`config.mk`:
```
export PLATFORM = sky130hd
export DESIGN_NAME = ps2_keyboard
export DESIGN_NICKNAME = d
export VERILOG_FILES = /design/src/rtl/ps2_keyboard_pkg.sv /design/src/rtl/ps2_keyboard_fifo.sv /design/src/rtl/ps2_keyboard.sv
export SDC_FILE = /design/constraint.sdc
export NUM_CORES = 1
export LEC_CHECK = 0
export CAP_MARGIN = 10
export CORE_UTILIZATION = 35
export CTS_CLUSTER_SIZE = 28
export DETAILED_ROUTE_END_ITERATION = 8
export GPL_TIMING_DRIVEN = 0
export SLEW_MARGIN = 25
export SYNTH_ARGS = -nofsm -noshare
export SYNTH_HDL_FRONTEND = slang
export SYNTH_SLANG_ARGS = --single-unit
```
`constraint.sdc`:
```
create_clock -name clk -period 4.05 [get_ports clk]
set_clock_uncertainty 0.15 [all_clocks]
set_input_delay 0.81 -clock clk [delete_from_list [all_inputs] [get_ports clk]]
set_output_delay 0.81 -clock clk [all_outputs]
set_load 0.005 [all_outputs]
```
`src/rtl/ps2_keyboard_pkg.sv`:
```
// Shared constants, FSM encodings and frame check for the PS/2 keyboard receiver.
// The FIFO depth and timeout defaults here are what the CPU-side blocks also see.
package ps2_keyboard_pkg;

  localparam int FIFO_DEPTH_DEF = 8;
  localparam int FRAME_BITS     = 11;
  localparam int TIMEOUT_DEF    = 50000;

  typedef enum logic [1:0] {
    ST_IDLE  = 2'd0,
    ST_RECV  = 2'd1,
    ST_CHECK = 2'd2
  } rx_state_e;

  // Captured bits: [7:0] data, [8] parity, [9] stop. Stop must be 1 and parity odd.
  function automatic logic frame_valid(input logic [9:0] f);
    return f[9] & (^f[8:0]);
  endfunction

endpackage

```
`src/rtl/ps2_keyboard_fifo.sv`:
```
// Show-ahead scan-code FIFO; occupancy is tracked by a count register so the
// pointers can simply wrap modulo the power-of-two depth.
module kbd_fifo #(
  parameter int DEPTH = 8
) (
  input  logic       clk,
  input  logic       rst,
  input  logic       push,
  input  logic       pop,
  input  logic [7:0] din,
  output logic [7:0] dout,
  output logic       empty,
  output logic       full
);
  localparam int AW = $clog2(DEPTH);

  logic [7:0]  r_mem [DEPTH];
  logic [AW-1:0] r_wr_ptr;
  logic [AW-1:0] r_rd_ptr;
  logic [AW:0]   r_count;
  logic          w_do_pop;
  logic          w_do_push;

  assign empty     = (r_count == '0);
  assign full      = (r_count == (AW+1)'(DEPTH));
  assign w_do_pop  = pop && !empty;
  assign w_do_push = push && (!full || w_do_pop);
  assign dout      = r_mem[r_rd_ptr];

  // Storage is cleared on reset so the head reads 8'h00 afterwards.
  always_ff @(posedge clk) begin
    if (rst) begin
      for (int i = 0; i < DEPTH; i++) r_mem[i] <= 8'h00;
      r_wr_ptr <= '0;
      r_rd_ptr <= '0;
      r_count  <= '0;
    end else begin
      if (w_do_push) begin
        r_mem[r_wr_ptr] <= din;
        r_wr_ptr        <= r_wr_ptr + 1'b1;
      end
      if (w_do_pop) r_rd_ptr <= r_rd_ptr + 1'b1;
      if (w_do_push && !w_do_pop)      r_count <= r_count + 1'b1;
      else if (w_do_pop && !w_do_push) r_count <= r_count - 1'b1;
    end
  end

endmodule

```
`src/rtl/ps2_keyboard.sv`:
```
// PS/2 keyboard receiver: line synchronizers, frame FSM with idle timeout,
// sticky overflow flag and a scan-code FIFO read through the mmio pop strobe.
module ps2_keyboard
  import ps2_keyboard_pkg::*;
#(
  parameter int FIFO_DEPTH     = FIFO_DEPTH_DEF,
  parameter int TIMEOUT_CYCLES = TIMEOUT_DEF
) (
  input  logic       clk,
  input  logic       rst,
  input  logic       ps2_clk,
  input  logic       ps2_data,
  input  logic       kbd_read_enable,
  output logic [7:0] kbd_data,
  output logic       kbd_ready,
  output logic       kbd_overflow
);
  localparam int         TO_W     = $clog2(TIMEOUT_CYCLES + 1);
  localparam logic [TO_W-1:0] TO_LAST = TO_W'(TIMEOUT_CYCLES - 1);
  localparam logic [3:0] LAST_BIT = 4'(FRAME_BITS - 2);

  logic [2:0]      r_clk_sync;
  logic [2:0]      r_data_sync;
  rx_state_e       r_state;
  logic [3:0]      r_bit_cnt;
  logic [9:0]      r_shift;
  logic [TO_W-1:0] r_timeout;
  logic            r_overflow;

  logic w_fall, w_data, w_valid, w_pop, w_push, w_ovf_set;
  logic w_empty, w_full;

  // Lines idle high, so the synchronizers reset to 1 to avoid a false edge.
  always_ff @(posedge clk) begin
    if (rst) begin
      r_clk_sync  <= 3'b111;
      r_data_sync <= 3'b111;
    end else begin
      r_clk_sync  <= {r_clk_sync[1:0], ps2_clk};
      r_data_sync <= {r_data_sync[1:0], ps2_data};
    end
  end

  assign w_fall = !r_clk_sync[1] && r_clk_sync[2];
  assign w_data = r_data_sync[2];

  always_ff @(posedge clk) begin
    if (rst) begin
      r_state   <= ST_IDLE;
      r_bit_cnt <= '0;
      r_shift   <= '0;
      r_timeout <= '0;
    end else begin
      case (r_state)
        ST_IDLE: begin
          r_bit_cnt <= '0;
          r_timeout <= '0;
          if (w_fall && !w_data) r_state <= ST_RECV;
        end
        ST_RECV: begin
          if (w_fall) begin
            r_shift   <= {w_data, r_shift[9:1]};
            r_bit_cnt <= r_bit_cnt + 4'd1;
            r_timeout <= '0;
            if (r_bit_cnt == LAST_BIT) r_state <= ST_CHECK;
          end else if (r_timeout == TO_LAST) begin
            r_state <= ST_IDLE;
            r_shift <= '0;
          end else begin
            r_timeout <= r_timeout + 1'b1;
          end
        end
        ST_CHECK: r_state <= ST_IDLE;
        default:  r_state <= ST_IDLE;
      endcase
    end
  end

  // A pop in the CHECK cycle frees the slot the new frame needs.
  assign w_valid   = (r_state == ST_CHECK) && frame_valid(r_shift);
  assign w_pop     = kbd_read_enable && !w_empty;
  assign w_push    = w_valid && (!w_full || w_pop);
  assign w_ovf_set = w_valid && w_full && !w_pop;

  always_ff @(posedge clk) begin
    if (rst)            r_overflow <= 1'b0;
    else if (w_ovf_set) r_overflow <= 1'b1;
    else if (w_pop)     r_overflow <= 1'b0;
  end

  kbd_fifo #(.DEPTH(FIFO_DEPTH)) u_fifo (
    .clk   (clk),
    .rst   (rst),
    .push  (w_push),
    .pop   (w_pop),
    .din   (r_shift[7:0]),
    .dout  (kbd_data),
    .empty (w_empty),
    .full  (w_full)
  );

  assign kbd_ready    = !w_empty;
  assign kbd_overflow = r_overflow;

endmodule

```
==> results of run 1 <==
[stage by stage]
step / instance area (sq um) / cells / hold slack [ns] / utilization, % / worst slack [ns]
CTS: 6160 / 685 / 0.263 / 42.4 / 0.144
floorplan: 5220 / 456 / 0.239 / - / 1.12
finish: 6160 / 685 / 0.264 / 42.4 / 0.212
detailed placement: 5590 / 654 / 0.250 / 38.5 / 0.307
global route: 6160 / 685 / 0.277 / 42.4 / 0.0409
global placement: 5590 / 654 / 0.247 / 38.4 / -0.402
[critical path, stage by stage, from the launching register on]
cell	delay (ns)
dfxtp_1	0.33
clkbuf_1	0.41
clkbuf_1	0.53
mux4_2	0.42
mux2_2	0.30
clkdlybuf4s50_1	0.45
[flip-flops by register name, indices dropped and copies added (netlist names), named ones only]
name,count
u_fifo.r_mem,64
r_timeout,16
r_shift,10
r_bit_cnt,4
u_fifo.r_count,4
r_clk_sync,3
r_data_sync,3
u_fifo.r_rd_ptr,3
u_fifo.r_wr_ptr,3
r_state,2
kbd_overflow,1
[Yosys cell counts, types with 9 or more instances]
master / n
a21oi_1: 11
or2_2: 9
clkbuf_1: 13
o21ai_0: 13
xor2_1: 9
mux2_2: 10
mux4_2: 16
edfxtp_1: 64
nand2_1: 33
nor2_1: 101
a22oi_1: 12
dfxtp_1: 52
[how the worst min path moves through the flow]
| stage | slack, ns | endpoint | from | depth (start not counted) |
|---|---|---|---|---|
| floorplan | 0.24 | r_clk_sync[1]$_SDFF_PP1_ | r_clk_sync[0]$_SDFF_PP1_ | 1 |
| global placement | 0.25 | r_data_sync[1]$_SDFF_PP1_ | r_data_sync[0]$_SDFF_PP1_ | 1 |
| detailed placement | 0.25 | r_data_sync[1]$_SDFF_PP1_ | r_data_sync[0]$_SDFF_PP1_ | 1 |
| CTS | 0.26 | r_data_sync[2]$_SDFF_PP1_ | r_data_sync[1]$_SDFF_PP1_ | 1 |
| global route | 0.28 | r_data_sync[2]$_SDFF_PP1_ | r_data_sync[1]$_SDFF_PP1_ | 1 |
| finish | 0.26 | r_clk_sync[1]$_SDFF_PP1_ | r_clk_sync[0]$_SDFF_PP1_ | 1 |
[where the power goes]
part | switching, W | leakage (nW) | internal (W) | total [W]
sequential | 0.0000318 | 1.08 | 0.00128 | 0.00132
clock | 0.000516 | 0.287 | 0.000955 | 0.00147
combinational | 0.000145 | 0.685 | 0.000175 | 0.000320
total | 0.000693 | 2.05 | 0.00241 | 0.00311
[cells by family after synthesis]
logic type	after synthesis	share of synthesized area, %
multiplexers	30	9.83
XOR/XNOR	17	3.14
AND/OR/NAND/NOR	185	16.0
flip-flops	116	56.8
AO/OA/AOI/OAI	66	8.97
adder cells (fa/ha/maj)	9	2.30
buffers and inverters	33	2.95
[final cells by class]
class	count	area (sq um)	share of cell area, %
plain buffers	25	124	2.01
clock buffers	20	437	7.09
clock inverters	12	138	2.23
inverters	7	26.3	0.426
multi-input cells	307	2100	34.2
flip-flops and latches	116	2960	48.1
well taps	184	230	3.74
repair buffers	14	140	2.27
[layer usage]
metal	global-route usage, %	vias up	wire length [um]
met5	0	-	0
met4	7.07	0	187
met3	4.81	17	532
met2	27.7	82	5760
met1	21.1	1747	5050
li1	-	1721	-
==> results.sh, run 1 <==
export IMPL_min_path_type="reg -> reg"
export IMPL_cts_buffers=17
export IMPL_clockRootBuffer="clkbuf_16"
export IMPL_finalWirelength_mm=11.5
export IMPL_num_fill_cells=1411
export IMPL_r2r_cells=12
export IMPL_r2r_start="r_shift[3]$_SDFFE_PP0P_"
export IMPL_die_area_sq_um=15400
export IMPL_crit_fanout=10
export IMPL_ir_worst_vdd_mv=0.276
export IMPL_vias_per_cell=5.21
export IMPL_final_cell_mix="nor2_1, edfxtp_1, dfxtp_1"
export IMPL_syn_num_nets=470
export IMPL_ys_top_cells_by_area="edfxtp_1, dfxtp_1, nor2_1"
export IMPL_holdBufCountCts=0
export IMPL_status="completed"
export IMPL_period_share_pct=94.8
export IMPL_endpoint="kbd_data[1]"
export IMPL_cp_end_kind="output port"
export IMPL_ys_flop_type="edfxtp_1"
export IMPL_rsz0062_at_grt="no"
export IMPL_arrival_ns=2.88
export IMPL_p_leak_nw=2.05
export IMPL_power_w=0.00311
export IMPL_postSynthCellCount=456
export IMPL_place_congestion=0.815
export IMPL_synth_area_sq_um=5220
export IMPL_fmax_mhz=261
export IMPL_finalMaxSlewViolations=0
export IMPL_yosys_warnings=0
export IMPL_mostFrequentLayoutCell="nor2_1"
export IMPL_yosysTopAreaCell="edfxtp_1"
export IMPL_yosysSeqAreaShare_pct=56.8
export IMPL_antenna_found_initial=0
export IMPL_synth_seq_cells=116
export IMPL_timing_rr_end="u_fifo.r_count[3]$_SDFFE_PP0P_"
export IMPL_diodes=0
export IMPL_powerDensity_nw_per_um2=504
export IMPL_yosysTopAreaCellShare_pct=36.8
export IMPL_drv_cap=0
export IMPL_worstSetupPathType="reg -> out"
export IMPL_yosysUniqueCellTypes=50
export IMPL_vias=3567
export IMPL_rows=44
export IMPL_postCtsSetupBuffers=0
export IMPL_dr_pass1_iters=4
export IMPL_path_clk_slew_ns=0.05
export IMPL_clock_sinks=116
export IMPL_synth_area_per_cell_sq_um=11.4
export IMPL_grt_pass1_vias=3598
export IMPL_fin_nets=502
export IMPL_initial_utilization_pct=35.9
export IMPL_fin_crit_ns=3.84
export IMPL_setup_violations=0
export IMPL_antenna_left=0
export IMPL_cts_resized=0
export IMPL_die_h_um=124
export IMPL_async_flop_share_pct=0
export IMPL_grt_ovfl_total=0
export IMPL_grt_pass1_wl_mm=18.9
export IMPL_finalHoldViolations=0
export IMPL_clk_path_buf_depth=2
export IMPL_hpwlAfterDp_mm=7.62
export IMPL_track_usage_pct=17.0
export IMPL_r2r_slack_ns=0.72
export IMPL_cts_htree_levels=4
export IMPL_fin_tns_setup_ns=0
export IMPL_drc=0
export IMPL_startpoint_type="flop"
export IMPL_port_buffers=14
export IMPL_slew_limit_headroom_pct=36.8
export IMPL_grt_start_max_net_pins=17
export IMPL_area_growth_pct=18.1
export IMPL_worstPathRequired_ns=3.09
export IMPL_cts_tree="built"
export IMPL_core_sq_um=14500
export IMPL_io_pin_count=15
export IMPL_drive_gt1_share_pct=15.6
export IMPL_synth_edf_count=64
export IMPL_clk_insertion_delay_late_ns=0.42
export IMPL_wl_per_cell_um=16.8
export IMPL_drt_iter0_markers=300
export IMPL_dieWidth_um=124
export IMPL_tightest_slew_ns=0.941
Note: power is estimated with default switching activity, not from simulation.
==> run 2: changes to the inputs <==
- CAP_MARGIN: 10 -> default
- CELL_PAD_IN_SITES_DETAIL_PLACEMENT: default -> 0
- CELL_PAD_IN_SITES_GLOBAL_PLACEMENT: default -> 1
- PLACE_DENSITY_LB_ADDON: default -> 0.1
- SETUP_SLACK_MARGIN: default -> 0.05
==> results.sh, run 2 (synthesized netlist as in run 1, its figures left out) <==
export IMPL_place_inst=656
export IMPL_antenna_found_initial=0
export IMPL_p_sw_share_pct=21.7
export IMPL_dp_slack_ns=0.187
export IMPL_status="completed"
export IMPL_largest_register_ffs=64
export IMPL_io_pin_count=15
export IMPL_area_growth_pct=18.9
export IMPL_tightest_slew_ns=0.943
export IMPL_finalWirelength_mm=12.0
export IMPL_reg_top3="u_fifo.r_mem (64), r_timeout (16), r_shift (10)"
export IMPL_crit_path_max_incr_delay_ns=0.56
export IMPL_dr_pass1_iters=4
export IMPL_multi_input_area_sq_um=2100
export IMPL_dieWidth_um=124
export IMPL_clk_path_buf_depth=2
export IMPL_die_area_sq_um=15400
export IMPL_core_sq_um=14500
export IMPL_whs_path_depth=1
export IMPL_period_share_pct=95.0
export IMPL_p_int_w=0.00247
export IMPL_setup_ws_ns=0.202
export IMPL_clockPowerShare_pct=48.1
export IMPL_die_h_um=124
export IMPL_diodes=0
export IMPL_worstSetupPathType="reg -> out"
export IMPL_fin_util_pct=42.7
export IMPL_finalMaxSlewViolations=0
export IMPL_min_path_type="reg -> reg"
export IMPL_hold_start="r_data_sync[0]$_SDFF_PP1_"
export IMPL_path_cells="clkbuf_1 -> clkbuf_1 -> mux4_2 -> mux2_2 -> clkdlybuf4s50_1"
export IMPL_vias_per_cell=5.17
export IMPL_r2r_cells=12
export IMPL_initial_utilization_pct=35.9
export IMPL_drive_gt1_share_pct=15.7
export IMPL_cts_buffers=17
export IMPL_vias=3551
export IMPL_drc=0
export IMPL_drt_iter0_markers=240
export IMPL_grt_pass1_wl_mm=19.7
export IMPL_cts_htree_levels=4
export IMPL_clockRootBuffer="clkbuf_16"
export IMPL_fmax_mhz=260
export IMPL_mostFrequentLayoutCell="nor2_1"
export IMPL_worstPathRequired_ns=3.09
export IMPL_crit_fanout=10
export IMPL_grt_ovfl_total=0
export IMPL_port_buffers=14
export IMPL_r2r_slack_ns=0.67
export IMPL_p_leak_nw=2.07
export IMPL_combPwrFrac_pct=10.2
export IMPL_timing_rr_end="u_fifo.r_count[3]$_SDFFE_PP0P_"
export IMPL_fin_nets=504
export IMPL_cp_end_kind="output port"
export IMPL_arrival_ns=2.89
export IMPL_regMostFlops="u_fifo.r_mem"
export IMPL_slew_limit_headroom_pct=36.7
export IMPL_num_fill_cells=1397
export IMPL_fin_cells=687
export IMPL_powerDensity_nw_per_um2=509
export IMPL_startpoint_type="flop"
export IMPL_clock_sinks=116
export IMPL_rsz0062_at_grt="no"
export IMPL_crit_top_cell="clkbuf_1"
export IMPL_fin_tns_setup_ns=0
export IMPL_grt_pass1_vias=3548
export IMPL_antenna_left=0
export IMPL_drv_cap=0
export IMPL_final_cell_mix="nor2_1, edfxtp_1, dfxtp_1"
export IMPL_place_congestion=0.762
export IMPL_fin_crit_ns=3.85
export IMPL_critical_path_slowest_cell="clkbuf_1"
export IMPL_clk_insertion_delay_late_ns=0.41
export IMPL_setup_violations=0
export IMPL_r2r_start="r_shift[3]$_SDFFE_PP0P_"
export IMPL_finalHoldViolations=0
export IMPL_rows=44
export IMPL_regArea_sq_um=2960
export IMPL_path_clk_slew_ns=0.05
export IMPL_ir_worst_vdd_mv=0.247
export IMPL_p_seq_share_pct=41.7
export IMPL_cts_tree="built"
export IMPL_grt_start_max_net_pins=17
export IMPL_hpwlAfterDp_mm=8.26
export IMPL_track_usage_pct=17.9
export IMPL_holdPathEnd="r_data_sync[1]$_SDFF_PP1_"
export IMPL_wl_per_cell_um=17.5
export IMPL_p_switching_w=0.000683
## run 2: stage by stage
step	power [W]	hold slack, ns	cell area, sq um
after floorplan	0.00154	0.239	5220
after global placement	0.00167	0.252	5590
after detailed placement	0.00167	0.250	5610
after CTS	0.00319	0.262	6200
after global routing	0.00328	0.265	6200
final	0.00315	0.258	6200
## run 2: layout make-up
type	count	area share, %
clock buffers	18	6.92
repair buffers	16	2.50
clock inverters	14	2.68
flip-flops and latches	116	47.8
inverters	7	0.424
multi-input cells	307	33.9
plain buffers	25	2.00
well taps	184	3.71
## run 2: layer usage
metal	vias up	share of wire, %	track usage [%]
met1	1730	43	22.3
li1	1733	-	-
met4	0	0.64	6.47
met2	80	51	29.9
met5	-	0	0
met3	8	5.1	4.30
## run 2: how the worst max path moves through the flow
stage | from | to | slack [ns] | depth (start not counted)
3_5_place_dp | rst | u_fifo.r_mem[2][3]$_SDFFCE_PN0P_ | 0.19 | 5
6_report | flop | kbd_data[1] | 0.20 | 5
3_3_place_gp | rst | u_fifo.r_mem[1][7]$_SDFFCE_PN0P_ | -0.50 | 5
5_1_grt | flop | kbd_data[6] | 0.06 | 5
4_1_cts | flop | kbd_data[5] | 0.10 | 5
2_1_floorplan | r_shift[4]$_SDFFE_PP0P_ | u_fifo.r_count[3]$_SDFFE_PP0P_ | 1.12 | 12
## run 2: repair_timing
action / 4_1_cts / 5_1_grt
buffers inserted: 0 / 0
pin swaps: 0 / 0
hold buffers: 0 / 0
setup endpoints to repair: 8 / 4
gates resized for setup: 0 / 1
## run 2: critical path: cells and delay by family, from the launching register on
family                 cells  cell delay (ns)
muxes                      2             0.70
buffers and inverters      3             1.46
DFF                        1             0.30
## run 2: power by group through the flow
stage	sequential, W	clock (W)	combinational, W
finish	0.00132	0.00152	0.000322
floorplan	0.00132	0	0.000222
global placement	0.00133	0	0.000342
detailed placement	0.00133	0	0.000346
global route	0.00132	0.00160	0.000362
CTS	0.00132	0.00154	0.000333
